### config.mk
export PLATFORM = sky130hd
export DESIGN_NAME = adrv9001_tx_seq
export DESIGN_NICKNAME = d
export VERILOG_FILES = /design/src/rtl/adrv9001_tx_seq.sv
export SDC_FILE = /design/constraint.sdc
export NUM_CORES = 1
export LEC_CHECK = 0
export ABC_AREA = 1
export ABC_CLOCK_PERIOD_IN_PS = 1700
export BUFFER_PORTS_ARGS = -buffer_cell sky130_fd_sc_hd__buf_2
export CAP_MARGIN = 15
export CORE_ASPECT_RATIO = 0.6
export CORE_MARGIN = 5
export CORE_UTILIZATION = 33
export CTS_BUF_LIST = sky130_fd_sc_hd__clkbuf_16
export CTS_CLUSTER_SIZE = 14
export DETAILED_ROUTE_END_ITERATION = 8
export PLACE_DENSITY = 0.68
export SLEW_MARGIN = 20
export SYNTH_ARGS = -nofsm -noshare
export SYNTH_HDL_FRONTEND = slang
export SYNTH_SLANG_ARGS = --single-unit
### constraint.sdc
create_clock -name clk -period 1.7 [get_ports clk]
set_input_delay 0.085 -clock clk [delete_from_list [all_inputs] [get_ports clk]]
set_output_delay 0.085 -clock clk [all_outputs]
set_load 0.01 [all_outputs]
### src/rtl/adrv9001_tx_seq.sv
// adrv9001_tx_seq: per-channel TX enable sequencer and AXIS sample gate for the
// ADRV9001/2 TX SSI path. Runs in the dclk_div domain; all inputs already synchronous.
// Optional feature macro: ADRV9001_TX_SEQ_UNDERFLOW_CNT_EN builds the per-channel
// saturating underflow counters; without it underflow_cnt is tied to zero.
module adrv9001_tx_seq #(
    parameter int NUM_CH     = 2,
    parameter int CNT_WIDTH  = 16,
    parameter int DATA_WIDTH = 32,
    parameter int SAMPLE_DIV = 2
) (
    input  logic                         clk,
    input  logic                         rstn,
    input  logic [NUM_CH-1:0]            enable,
    input  logic [NUM_CH-1:0]            enable_mode,
    input  logic [NUM_CH*CNT_WIDTH-1:0]  enable_delay,
    input  logic [NUM_CH*CNT_WIDTH-1:0]  disable_delay,
    input  logic [NUM_CH*DATA_WIDTH-1:0] s_axis_tdata,
    input  logic [NUM_CH-1:0]            s_axis_tvalid,
    output logic [NUM_CH-1:0]            s_axis_tready,
    output logic [NUM_CH*DATA_WIDTH-1:0] m_data,
    input  logic [NUM_CH-1:0]            m_data_ready,
    output logic [NUM_CH-1:0]            adrv9001_enable,
    output logic [NUM_CH-1:0]            ssi_enable,
    output logic [NUM_CH*2-1:0]          state,
    output logic [NUM_CH*16-1:0]         underflow_cnt,
    input  logic                         underflow_clr
);

    localparam logic [1:0] ST_IDLE   = 2'd0;
    localparam logic [1:0] ST_WARMUP = 2'd1;
    localparam logic [1:0] ST_ACTIVE = 2'd2;
    localparam logic [1:0] ST_DRAIN  = 2'd3;

    localparam int TICK_W = (SAMPLE_DIV > 1) ? $clog2(SAMPLE_DIV) : 1;
    localparam logic [TICK_W-1:0]    TICK_LAST = TICK_W'(SAMPLE_DIV - 1);
    localparam logic [CNT_WIDTH-1:0] CNT_ZERO  = {CNT_WIDTH{1'b0}};
    localparam logic [CNT_WIDTH-1:0] CNT_ONE   = {{(CNT_WIDTH-1){1'b0}}, 1'b1};

    logic [TICK_W-1:0] tick_cnt_r;
    logic              tick_s;
    logic [NUM_CH-1:0] underflow_vec_s;

    assign tick_s = (tick_cnt_r == TICK_LAST);

    // Shared free-running sample tick divider.
    always_ff @(posedge clk or negedge rstn) begin
        if (!rstn) begin
            tick_cnt_r <= {TICK_W{1'b0}};
        end else if (tick_s) begin
            tick_cnt_r <= {TICK_W{1'b0}};
        end else begin
            tick_cnt_r <= tick_cnt_r + {{(TICK_W-1){1'b0}}, 1'b1};
        end
    end

    for (genvar ch = 0; ch < NUM_CH; ch++) begin : g_ch
        logic [1:0]            state_r, state_nxt_s;
        logic [CNT_WIDTH-1:0]  cnt_r, cnt_nxt_s;
        logic                  adrv_r, ssi_r, adrv_nxt_s, ssi_nxt_s, live_s;
        logic [DATA_WIDTH-1:0] data_r;
        logic [CNT_WIDTH-1:0]  en_dly_s, dis_dly_s;
        logic                  mode_s;

        assign en_dly_s  = enable_delay[ch*CNT_WIDTH +: CNT_WIDTH];
        assign dis_dly_s = disable_delay[ch*CNT_WIDTH +: CNT_WIDTH];
        assign mode_s    = enable_mode[ch];

        // Next-state and delay counter: pin-mode sequencing, SPI mode parks in IDLE.
        always_comb begin
            state_nxt_s = state_r;
            cnt_nxt_s   = cnt_r;
            if (!mode_s) begin
                state_nxt_s = ST_IDLE;
                cnt_nxt_s   = CNT_ZERO;
            end else begin
                case (state_r)
                    ST_IDLE: begin
                        if (!enable[ch]) begin
                            state_nxt_s = ST_IDLE;
                        end else if (en_dly_s == CNT_ZERO) begin
                            state_nxt_s = ST_ACTIVE;
                        end else begin
                            state_nxt_s = ST_WARMUP;
                            cnt_nxt_s   = en_dly_s;
                        end
                    end
                    ST_WARMUP, ST_ACTIVE: begin
                        if (!enable[ch]) begin
                            if (dis_dly_s == CNT_ZERO) begin
                                state_nxt_s = ST_IDLE;
                            end else begin
                                state_nxt_s = ST_DRAIN;
                                cnt_nxt_s   = dis_dly_s;
                            end
                        end else if ((state_r == ST_WARMUP) && tick_s) begin
                            cnt_nxt_s = cnt_r - CNT_ONE;
                            if (cnt_r == CNT_ONE) begin
                                state_nxt_s = ST_ACTIVE;
                            end else begin
                                state_nxt_s = ST_WARMUP;
                            end
                        end else begin
                            state_nxt_s = state_r;
                        end
                    end
                    ST_DRAIN: begin
                        if (enable[ch]) begin
                            state_nxt_s = ST_ACTIVE;
                        end else if (tick_s) begin
                            cnt_nxt_s = cnt_r - CNT_ONE;
                            if (cnt_r == CNT_ONE) begin
                                state_nxt_s = ST_IDLE;
                            end else begin
                                state_nxt_s = ST_DRAIN;
                            end
                        end else begin
                            state_nxt_s = ST_DRAIN;
                        end
                    end
                    default: begin
                        state_nxt_s = ST_IDLE;
                        cnt_nxt_s   = CNT_ZERO;
                    end
                endcase
            end
        end

        // Output decode: pin levels from the next state, data path liveness from the current one.
        always_comb begin
            live_s     = 1'b0;
            adrv_nxt_s = 1'b0;
            ssi_nxt_s  = 1'b0;
            if (!mode_s) begin
                live_s     = 1'b1;
                adrv_nxt_s = 1'b0;
                ssi_nxt_s  = 1'b1;
            end else begin
                live_s     = (state_r == ST_ACTIVE);
                adrv_nxt_s = (state_nxt_s != ST_IDLE);
                ssi_nxt_s  = (state_nxt_s == ST_ACTIVE) || (state_nxt_s == ST_DRAIN);
            end
        end

        // State, delay counter and registered enable pins.
        always_ff @(posedge clk or negedge rstn) begin
            if (!rstn) begin
                state_r <= ST_IDLE;
                cnt_r   <= CNT_ZERO;
                adrv_r  <= 1'b0;
                ssi_r   <= 1'b0;
            end else begin
                state_r <= state_nxt_s;
                cnt_r   <= cnt_nxt_s;
                adrv_r  <= adrv_nxt_s;
                ssi_r   <= ssi_nxt_s;
            end
        end

        // Sample register: forward on ready, zero-fill on underflow or when gated.
        always_ff @(posedge clk or negedge rstn) begin
            if (!rstn) begin
                data_r <= {DATA_WIDTH{1'b0}};
            end else if (!live_s) begin
                data_r <= {DATA_WIDTH{1'b0}};
            end else if (m_data_ready[ch]) begin
                data_r <= s_axis_tvalid[ch] ? s_axis_tdata[ch*DATA_WIDTH +: DATA_WIDTH]
                                            : {DATA_WIDTH{1'b0}};
            end else begin
                data_r <= data_r;
            end
        end

        assign underflow_vec_s[ch]                  = live_s & m_data_ready[ch] & ~s_axis_tvalid[ch];
        assign s_axis_tready[ch]                    = live_s & m_data_ready[ch];
        assign m_data[ch*DATA_WIDTH +: DATA_WIDTH]  = data_r;
        assign adrv9001_enable[ch]                  = adrv_r;
        assign ssi_enable[ch]                       = ssi_r;
        assign state[ch*2 +: 2]                     = state_r;

`ifdef ADRV9001_TX_SEQ_UNDERFLOW_CNT_EN
        logic [15:0] ucnt_r;

        // Saturating underflow counter; clear wins over increment.
        always_ff @(posedge clk or negedge rstn) begin
            if (!rstn) begin
                ucnt_r <= 16'd0;
            end else if (underflow_clr) begin
                ucnt_r <= 16'd0;
            end else if (underflow_vec_s[ch] && (ucnt_r != 16'hFFFF)) begin
                ucnt_r <= ucnt_r + 16'd1;
            end else begin
                ucnt_r <= ucnt_r;
            end
        end

        assign underflow_cnt[ch*16 +: 16] = ucnt_r;
`else
        assign underflow_cnt[ch*16 +: 16] = 16'd0;
`endif
    end

`ifndef ADRV9001_TX_SEQ_UNDERFLOW_CNT_EN
    logic unused_s;
    assign unused_s = underflow_clr ^ (^underflow_vec_s);
`endif

endmodule

Yosys cells after proc, flatten, opt, wreduce, memory -nomap -nowiden
Index checks and enable logic that the tools add are counted.
{"block": "classes", "addsub": 3, "n_eq_ne": 26, "muxes": 53, "n_bitwise": 2, "reduce_logical": 16}
{"operator": "2-to-1 mux 16 bit", "count": 16}
{"operator": "2-to-1 mux 32 bit", "count": 6}
{"operator": "one-hot mux 16 bit (3 select lines)", "count": 2}
{"operator": "logical NOT 16 bit", "count": 4}
{"operator": "2-to-1 mux 2 bit", "count": 20}
{"operator": "equality test 16 x 1 -> 1 bit (second input constant)", "count": 2}
{"operator": "subtractor 16 x 1 -> 16 bit (second input constant)", "count": 2}
{"operator": "!= test 3 bit (second input constant)", "count": 8}
{"operator": "equality test 2 bit (second input constant)", "count": 8}
{"operator": "!= test 4 bit (second input constant)", "count": 4}
{"operator": "one-hot mux 2 bit (3 select lines)", "count": 2}
{"operator": "AND reduction 6 bit", "count": 2}
{"operator": "2-to-1 mux 1 bit", "count": 7}
{"operator": "equality test 2 x 1 -> 1 bit (second input constant)", "count": 2}
{"operator": "logical NOT 2 bit", "count": 2}
{"operator": "!= test 2 bit (second input constant)", "count": 2}
{"operator": "nonzero test 2 bit", "count": 2}
{"operator": "OR reduction 2 bit", "count": 2}
{"operator": "AND 1 bit", "count": 2}
{"operator": "logical AND 1 bit", "count": 2}
{"operator": "logical OR 1 bit", "count": 2}
{"operator": "adder 1 bit (second input constant)", "count": 1}
{"block": "totals", "ff_bits": 105, "in_bits": 139, "output_inout_bits": 106, "wordCells": 111}

Longest topological paths before layout
Gate-level depths: netlist (run 1).
{"block": "depth", "ltp_word": 9, "depth_mapped": 12, "mapped_depth_nobuf": 12}

Worst setup path before layout (run 1)
Ideal clock, no wire load.
{"block": "synth_path", "path_type": "register to register", "startpoint": "reg g_ch[1].state_r[0]", "endpoint": "reg g_ch[1].cnt_r[5]", "arrival_time_ns": 1.655, "slack_ns": -0.085, "stages_incl_launch_ff": 9, "period_less_slack_ns": 1.785, "cell_sequence": "dfrtp_1 -> inv_1 -> ha_1 -> a21oi_1 -> clkinv_1 -> nand3_1 -> nand3_1 -> o21ai_0 -> o21ai_0"}
{"block": "synth_via", "elab_chain_cells": 4, "elab_cells_between_ends": 15, "cone_classes": "9 x eq/ne; 2 x mux; 4 x reduce/logical"}
{"element": "from (decl)", "line_no": "57", "source": "logic [1:0] state_r, state_nxt_s;"}
{"element": "from (signal assigned)", "line_no": "152", "source": "state_r <= state_nxt_s;"}
{"element": "equality test 2 x 1 -> 1 bit / equality test 2 bit (equally long branches)", "line_no": "76, 95"}
{"element": "OR reduction 2 bit / logical AND 1 bit (equally long branches)", "line_no": "76, 95"}
{"element": "!= test 4 bit (no line) / one-hot mux 16 bit (3 select lines) (equally long branches)"}
{"element": "AND reduction 6 bit (no line) / 2-to-1 mux 16 bit (equally long branches)"}
{"element": "to (signal assigned)", "line_no": "153", "source": "cnt_r <= cnt_nxt_s;"}
{"element": "to (decl)", "line_no": "58", "source": "logic [CNT_WIDTH-1:0] cnt_r, cnt_nxt_s;"}
Parallel ways exist; a longest one is shown, timed or not.
A chain may end at the register's enable or synchronous reset.

Worst setup path in the final report (run 1)
{"block": "layout_path", "startpoint": "reg g_ch[0].state_r[0]", "endpoint": "reg g_ch[0].cnt_r[4]"}
{"block": "layout_via", "elab_chain_cells": 4, "elab_cells_between_ends": 15, "cone_classes": "9 x eq/ne; 2 x mux; 4 x reduce/logical"}
{"element": "from (decl)", "line_no": "57"}
{"element": "from (signal assigned)", "line_no": "152"}
{"element": "equality test 2 x 1 -> 1 bit / equality test 2 bit (equally long branches)", "line_no": "76, 95"}
{"element": "OR reduction 2 bit / logical AND 1 bit (equally long branches)", "line_no": "76, 95"}
{"element": "!= test 4 bit (no line) / one-hot mux 16 bit (3 select lines) (equally long branches)"}
{"element": "AND reduction 6 bit (no line) / 2-to-1 mux 16 bit (equally long branches)"}
{"element": "to (signal assigned)", "line_no": "153"}
{"element": "to (decl)", "line_no": "58"}
Parallel ways exist; a longest one is shown, timed or not.

==> out/metrics.yaml, run 1 <==
die_y_um: 120
grt.overflow.total: 0
ioPinCount: 245
grt_max_degree: 33
fin_util_pct: 48.8
gp_congestion: 0.955
routed_via_density: 4.78
final_cells: 1579
io_buffers: 211
violations: "setup timing"
row_count: 40
drt-total-wl_um: 23700
die-width_um: 194
avgSynthCellArea_um2: 6.81
cts_root_buffer: "clkbuf_16"
vdd_ir_drop_max_v: 0.000462
cts_tree: "yes"
tightest_slew_ps: 608
clockBufferDepth: 2
finalClockSkew_ps: 14.1
coreArea_um2: 20000
cp_data_arrival_time_ps: 1990
dp_hpwl_um: 16700
synth-edff-count: 0
drive_above_1_share_pct: 30.3
grt_usage_pct: 19.5
min-delay-path-class: "input pin to flop"
synth_top_area_cell: "dfrtp_1"
synthTopCellsByCount: "nand2_1 (224), nand3_1 (157), inv_1 (136)"
holdWs_ps: 15.6
avgRoutedWirePerCell_um: 15.0
numCtsBuffers: 9
ys_types: 29
ys_ff_latch: 105
firstDrtPassIters: 5
synth_area_um2: 6690
yosysTopAreaCellShare_pct: 39.3
synth_ff_type: "dfrtp_1"
rsz0062_at_grt: "yes"
cap_violations: 0
placed_cells: 1478
start_util_pct: 33.5
area.growth.synth_to_final_pct: 45.7
grt_pass1_vias: 7125
reg2reg_from: "g_ch[0].state_r[0]"
finalSetupViolCount: 17
clkSinkCount: 105
clk_latency_ps: 350
post-synth-top-count-cell: "nand2_1"
postRouteAntennaNets: 0
synth_seq_area_share_pct: 39.3
tns_ps: -724
cts.clk_slew.worst_paths_ps: 90
fin_crit_sh_pct: 104
synthArstFlopShare_pct: 100
hold_violations: 0
cp-end-kind: "flop"
grt_pass1_wl_um: 37500
nFillCells: 1949
nets: 1451
drtIter0Drc: 577
postPlaceCellArea_um2: 8280
power.density_nw_per_um2: 943
vias: 7550
crit_type: "flop to flop"
setup.worst_path.start_class: "flop"
finalCriticalPeriod_ps: 1760
outcome: "complete, but fails checks"
netlist_top_cells_area: "dfrtp_1 (39%), nand2_1 (13%), nand3_1 (12%)"
timing.fmax_mhz: 567
ys.warnings.count: 0
stdcell_area_um2: 9750
h-tree-depth: 3
drc: 0
relSlewSlack_pct: 59.5
final-max-slew-violation-count: 0
antenna_found_initial: 1
die_area_um2: 23300
layout_setup_ws_ps: -62.9
synthCells: 982
leakagePower_nw: 5.02
required_ps: 1930
critPathMaxFanout: 16
cp-startpoint: "g_ch[0].state_r[0]"
hp-start: "s_axis_tdata[49]"
critical path, cell delays in order, from the launching register on:
cell and delay (ps):
dfrtp_1 430, buf_6 150, ha_4 150, o21ai_2 50, o21ai_1 80, nor2_1 160
nand2_1 120, nor2_4 160, nor2_4 60, buf_12 150, nand2_1 60, nand2_1 60
power by group:
group / leakage, nW / switching, mW / internal (mW)
Combinational: 3.46 / 2.29 / 1.62
Sequential: 1.40 / 0.256 / 2.76
Clock: 0.157 / 1.07 / 1.19
Total: 5.02 / 3.62 / 5.57
placed cells by master, fill, tap and decap left out, types with 22 or more instances in the layout:
master           n
o21ai_0         75
nor2_1          91
conb_1          32
nand3_1        156
dlygate4sd3_1   61
nand2_1        202
buf_2          209
dfrtp_1        103
nand2_2         22
inv_1          126
buf_4           60
layer usage:
layer	up-vias	part of all wire (%)	wire length (µm)	global-route usage [%]
li1	3690	-	-	-
met1	3477	48	11400	29.6
met2	361	41	9720	27.4
met3	22	9.8	2310	5.51
met4	0	1.2	289	3.99
met5	-	0	0	0
timing repair:
item / 4_1_cts / 5_1_grt
hold buffers: 61 / 0
setup endpoints to repair: 56 / 74
cloned: 3 / 2
hold endpoints to repair: 83 / 0
buffers inserted: 16 / 8
resized for setup: 39 / 70
pin swaps: 12 / 33
through the flow:
| step | total power, mW | setup WS [ps] |
|---|---|---|
| 5_1_grt | 9.86 | -147 |
| 2_1_floorplan | 5.13 | 3.74 |
| 3_3_place_gp | 6.33 | -323 |
| 4_1_cts | 9.00 | -53.1 |
| 3_5_place_dp | 6.37 | -371 |
| 6_report | 9.19 | -62.9 |
registers in the layout, indices dropped and copies added, names as in the netlist:
name	count
g_ch.state_r	4
g_ch.ssi_r	2
tick_cnt_r	1
g_ch.data_r	64
g_ch.cnt_r	32
g_ch.adrv_r	2
area by class of cell:
class	instances	area [µm²]	area share [%]
Tap cell	273	342	3.50
Sequential cell	105	2630	27.0
Inverter	137	522	5.35
Antenna cell	1	2.50	0.0257
Timing Repair inverter	1	5.00	0.0513
Timing Repair Buffer	349	2400	24.6
Clock inverter	7	95.1	0.975
Multi-Input combinational cell	697	3530	36.2
Clock buffer	9	225	2.31
cell families after synthesis:
group | Yosys count | share of synthesized area, %
other cells | 1 | 0.0560
xor+xnor | 3 | 0.393
compound gates | 129 | 10.2
buf+inv | 212 | 14.4
fa+ha+maj | 12 | 2.24
simple gates | 520 | 33.5
flops | 105 | 39.3
final timing paths:
check | to | slack (ps) | cells after the start
worst min-delay path | g_ch[1].data_r[17] | 20 | 3
worst max-delay path | g_ch[0].cnt_r[4] | -60 | 11
worst max register to register | g_ch[0].cnt_r[4] | -60 | 11
worst min register to register | g_ch[0].cnt_r[1] | 490 | 2
max in group asynchronous | g_ch[1].data_r[14] | 900 | 3
min in group asynchronous | g_ch[1].data_r[5] | 220 | 2
No activity file was read; power rests on OpenSTA's default activity.
==> run 2, diff against run 1 <==
--- a/config.mk
+++ b/config.mk
@@ -5,7 +5,6 @@
 export SDC_FILE = /design/constraint.sdc
 export NUM_CORES = 1
 export LEC_CHECK = 0
-export ABC_AREA = 1
 export ABC_CLOCK_PERIOD_IN_PS = 1700
 export BUFFER_PORTS_ARGS = -buffer_cell sky130_fd_sc_hd__buf_2
 export CAP_MARGIN = 15
@@ -15,7 +14,7 @@
 export CTS_BUF_LIST = sky130_fd_sc_hd__clkbuf_16
 export CTS_CLUSTER_SIZE = 14
 export DETAILED_ROUTE_END_ITERATION = 8
-export PLACE_DENSITY = 0.68
+export PLACE_DENSITY = 0.7
 export SLEW_MARGIN = 20
 export SYNTH_ARGS = -nofsm -noshare
 export SYNTH_HDL_FRONTEND = slang
==> run 2 against run 1 <==
Against the previous run: the flow still finishes with violations (setup timing); flip-flop and latch count unchanged; non-clock buffer count increased by 83; sequential share of layout area decreased by 1.1 points; cell count decreased by 21%; die area decreased by 10%; largest power group unchanged; via count decreased by 13%; global-route usage increased by 0.95 points; largest cell class unchanged; core utilization increased by 8.2 points; synthesized cell count decreased by 39%.
==> out/metrics.yaml, run 2 <==
synth-edff-count: 0
gp_congestion: 0.945
cpMostUsedCell: "or4_4"
synthCells: 600
antenna_found_initial: 1
crit_family: "simple AND/OR/NAND/NOR gates"
critPathMaxFanout: 3
grt_max_degree: 106
row_count: 38
die_area_um2: 20900
crit_type: "flop to flop"
ys.warnings.count: 0
path_cells: "or4_4 -> or4_4 -> or4_1 -> a31oi_1 -> o221a_2"
synth_top_area_cell: "dfrtp_1"
nFillCells: 1486
cts_tree: "yes"
dp_hpwl_um: 15400
cp_slowest_stage_delay_ps: 560
cp_data_arrival_time_ps: 2600
numCtsBuffers: 9
grt_pass1_vias: 6601
synthTopCellsByCount: "dfrtp_1 (105), a22o_1 (70), clkbuf_1 (41)"
worst_path_max_delay_cell: "or4_4"
fin_crit_sh_pct: 136
die_y_um: 114
drive_above_1_share_pct: 50.3
outcome: "complete, but fails checks"
grt_pass1_wl_um: 34700
synth_ff_type: "dfrtp_1"
layout_common_cells: "buf_2 (210), buf_4 (118), dfrtp_1 (100)"
grt_usage_pct: 20.4
ioPinCount: 245
yosysTopAreaCellShare_pct: 44.2
rsz0062_at_grt: "yes"
fin_util_pct: 57.0
drt-total-wl_um: 22900
ys_types: 61
clkSinkCount: 105
post-synth-top-count-cell: "dfrtp_1"
tightest_slew_ps: 567
synthArstFlopShare_pct: 100
ys_ff_latch: 105
cts_root_buffer: "clkbuf_16"
avgRoutedWirePerCell_um: 18.5
final-max-slew-violation-count: 0
finalClockSkew_ps: 10.3
start_util_pct: 33.3
area.growth.synth_to_final_pct: 71.2
tns_ps: -14820
postRouteAntennaNets: 0
required_ps: 1980
setup.worst_path.start_class: "flop"
power.density_nw_per_um2: 1050
top_regs: "g_ch.data_r x64, g_ch.cnt_r x32, g_ch.state_r x4"
firstDrtPassIters: 5
grt.overflow.total: 0
drc: 0
holdWs_ps: 57.9
cp-end-kind: "flop"
hold_violations: 0
cts.clk_slew.worst_paths_ps: 80
crit_buf_inv: 0
synth_area_um2: 5950
nets: 1147
io_buffers: 211
synth_seq_area_share_pct: 44.2
largest_reg_flops: 64
vias: 6589
diodes: 0
dp_slack_ps: -667
layout_commonest_cell: "buf_2"
cap_violations: 0
finalCriticalPeriod_ps: 2320
largest_register: "g_ch.data_r"
timing.fmax_mhz: 431
vdd_ir_drop_max_v: 0.000522
drtIter0Drc: 513
h-tree-depth: 3
coreArea_um2: 17900
clk_latency_ps: 340
finalSetupViolCount: 40
routed_via_density: 5.31
die-width_um: 183
min-delay-path-class: "input pin to flop"
layout_setup_ws_ps: -619
relSlewSlack_pct: 62.2
netlist_top_cells_area: "dfrtp_1 (44%), a22o_1 (10%), buf_4 (4.5%)"
violations: "setup timing"
clockBufferDepth: 2
avgSynthCellArea_um2: 9.92
leakagePower_nw: 4.92
==> run 2: cell types whose count changed after synthesis, moves of 24 or more <==
cell     delta
nor4_1     +24
nand2_1   -198
inv_1     -116
o21ai_0    -54
nor2_1     -91
a22o_1     +70
nand3_1   -152
==> run 2: routing by layer <==
metal  part of all wire [%]  up-vias  global-route usage, %
li1                       -     3045                      -
met1                     46     3212                   29.7
met2                     45      308                   30.9
met3                    9.1       22                   5.80
met4                   0.62        2                   3.42
met5                  0.057        -                      0
==> run 2: per-stage QoR <==
step,power [mW],instances,instance area (µm²)
global route,11.3,1241,10200
global placement,6.99,1135,8230
detailed placement,7.03,1135,8230
finish,10.7,1241,10200
CTS,10.1,1229,9760
floorplan,5.33,631,6300
==> run 2: layout make-up <==
type	instances	area, µm²	share of cell area, %
Multi-Input combinational cell	428	3750	36.9
Timing Repair Buffer	432	3120	30.6
Sequential cell	105	2630	25.9
Tap cell	240	300	2.95
Clock buffer	9	225	2.21
Inverter	20	80.1	0.786
Clock inverter	7	75.1	0.737
==> run 2: power by group <==
part | switching, mW | internal [mW] | leakage [nW]
clock | 1.04 | 1.04 | 0.147
sequential | 0.195 | 2.77 | 1.40
combinational | 2.80 | 2.81 | 3.37
total | 4.04 | 6.62 | 4.92
==> run 2: path summary, 6_finish.rpt <==
path	start	end	slack (ps)	depth (start not counted)
hold / removal	enable_mode[0]	g_ch[0].ssi_r	60	2
hold reg to reg	g_ch[0].data_r[9]	g_ch[0].data_r[9]	510	1
setup reg to reg	g_ch[1].cnt_r[10]	g_ch[1].cnt_r[14]	-620	5
min in group asynchronous	rstn	g_ch[0].data_r[11]	340	3
max in group asynchronous	rstn	g_ch[1].state_r[1]	900	3
setup / recovery	g_ch[1].cnt_r[10]	g_ch[1].cnt_r[14]	-620	5
==> run 2: logic make-up (layout without fill, tap and decap cells) <==
group                    Yosys count  count (layout)  share of synthesized area [%]
AO/OA/AOI/OAI                    217             218                           27.7
AND/OR/NAND/NOR                  144             144                           13.7
flip-flops                       105             105                           44.2
buffers and inverters             99             468                           8.56
XOR/XNOR                          18              18                           2.65
adder cells (fa/ha/maj)           12              12                           2.52
multiplexers                       4               4                          0.694
other                              1              32                         0.0630
==> run 2: what timing repair did <==
action                                 in CTS  in global routing
resized for setup                         102                 64
endpoints found under the hold margin     170                  0
cloned                                      1                  3
buffers inserted                           11                 13
setup endpoints to repair                  40                102
pin swaps                                  62                 54
hold buffers                               66                  0
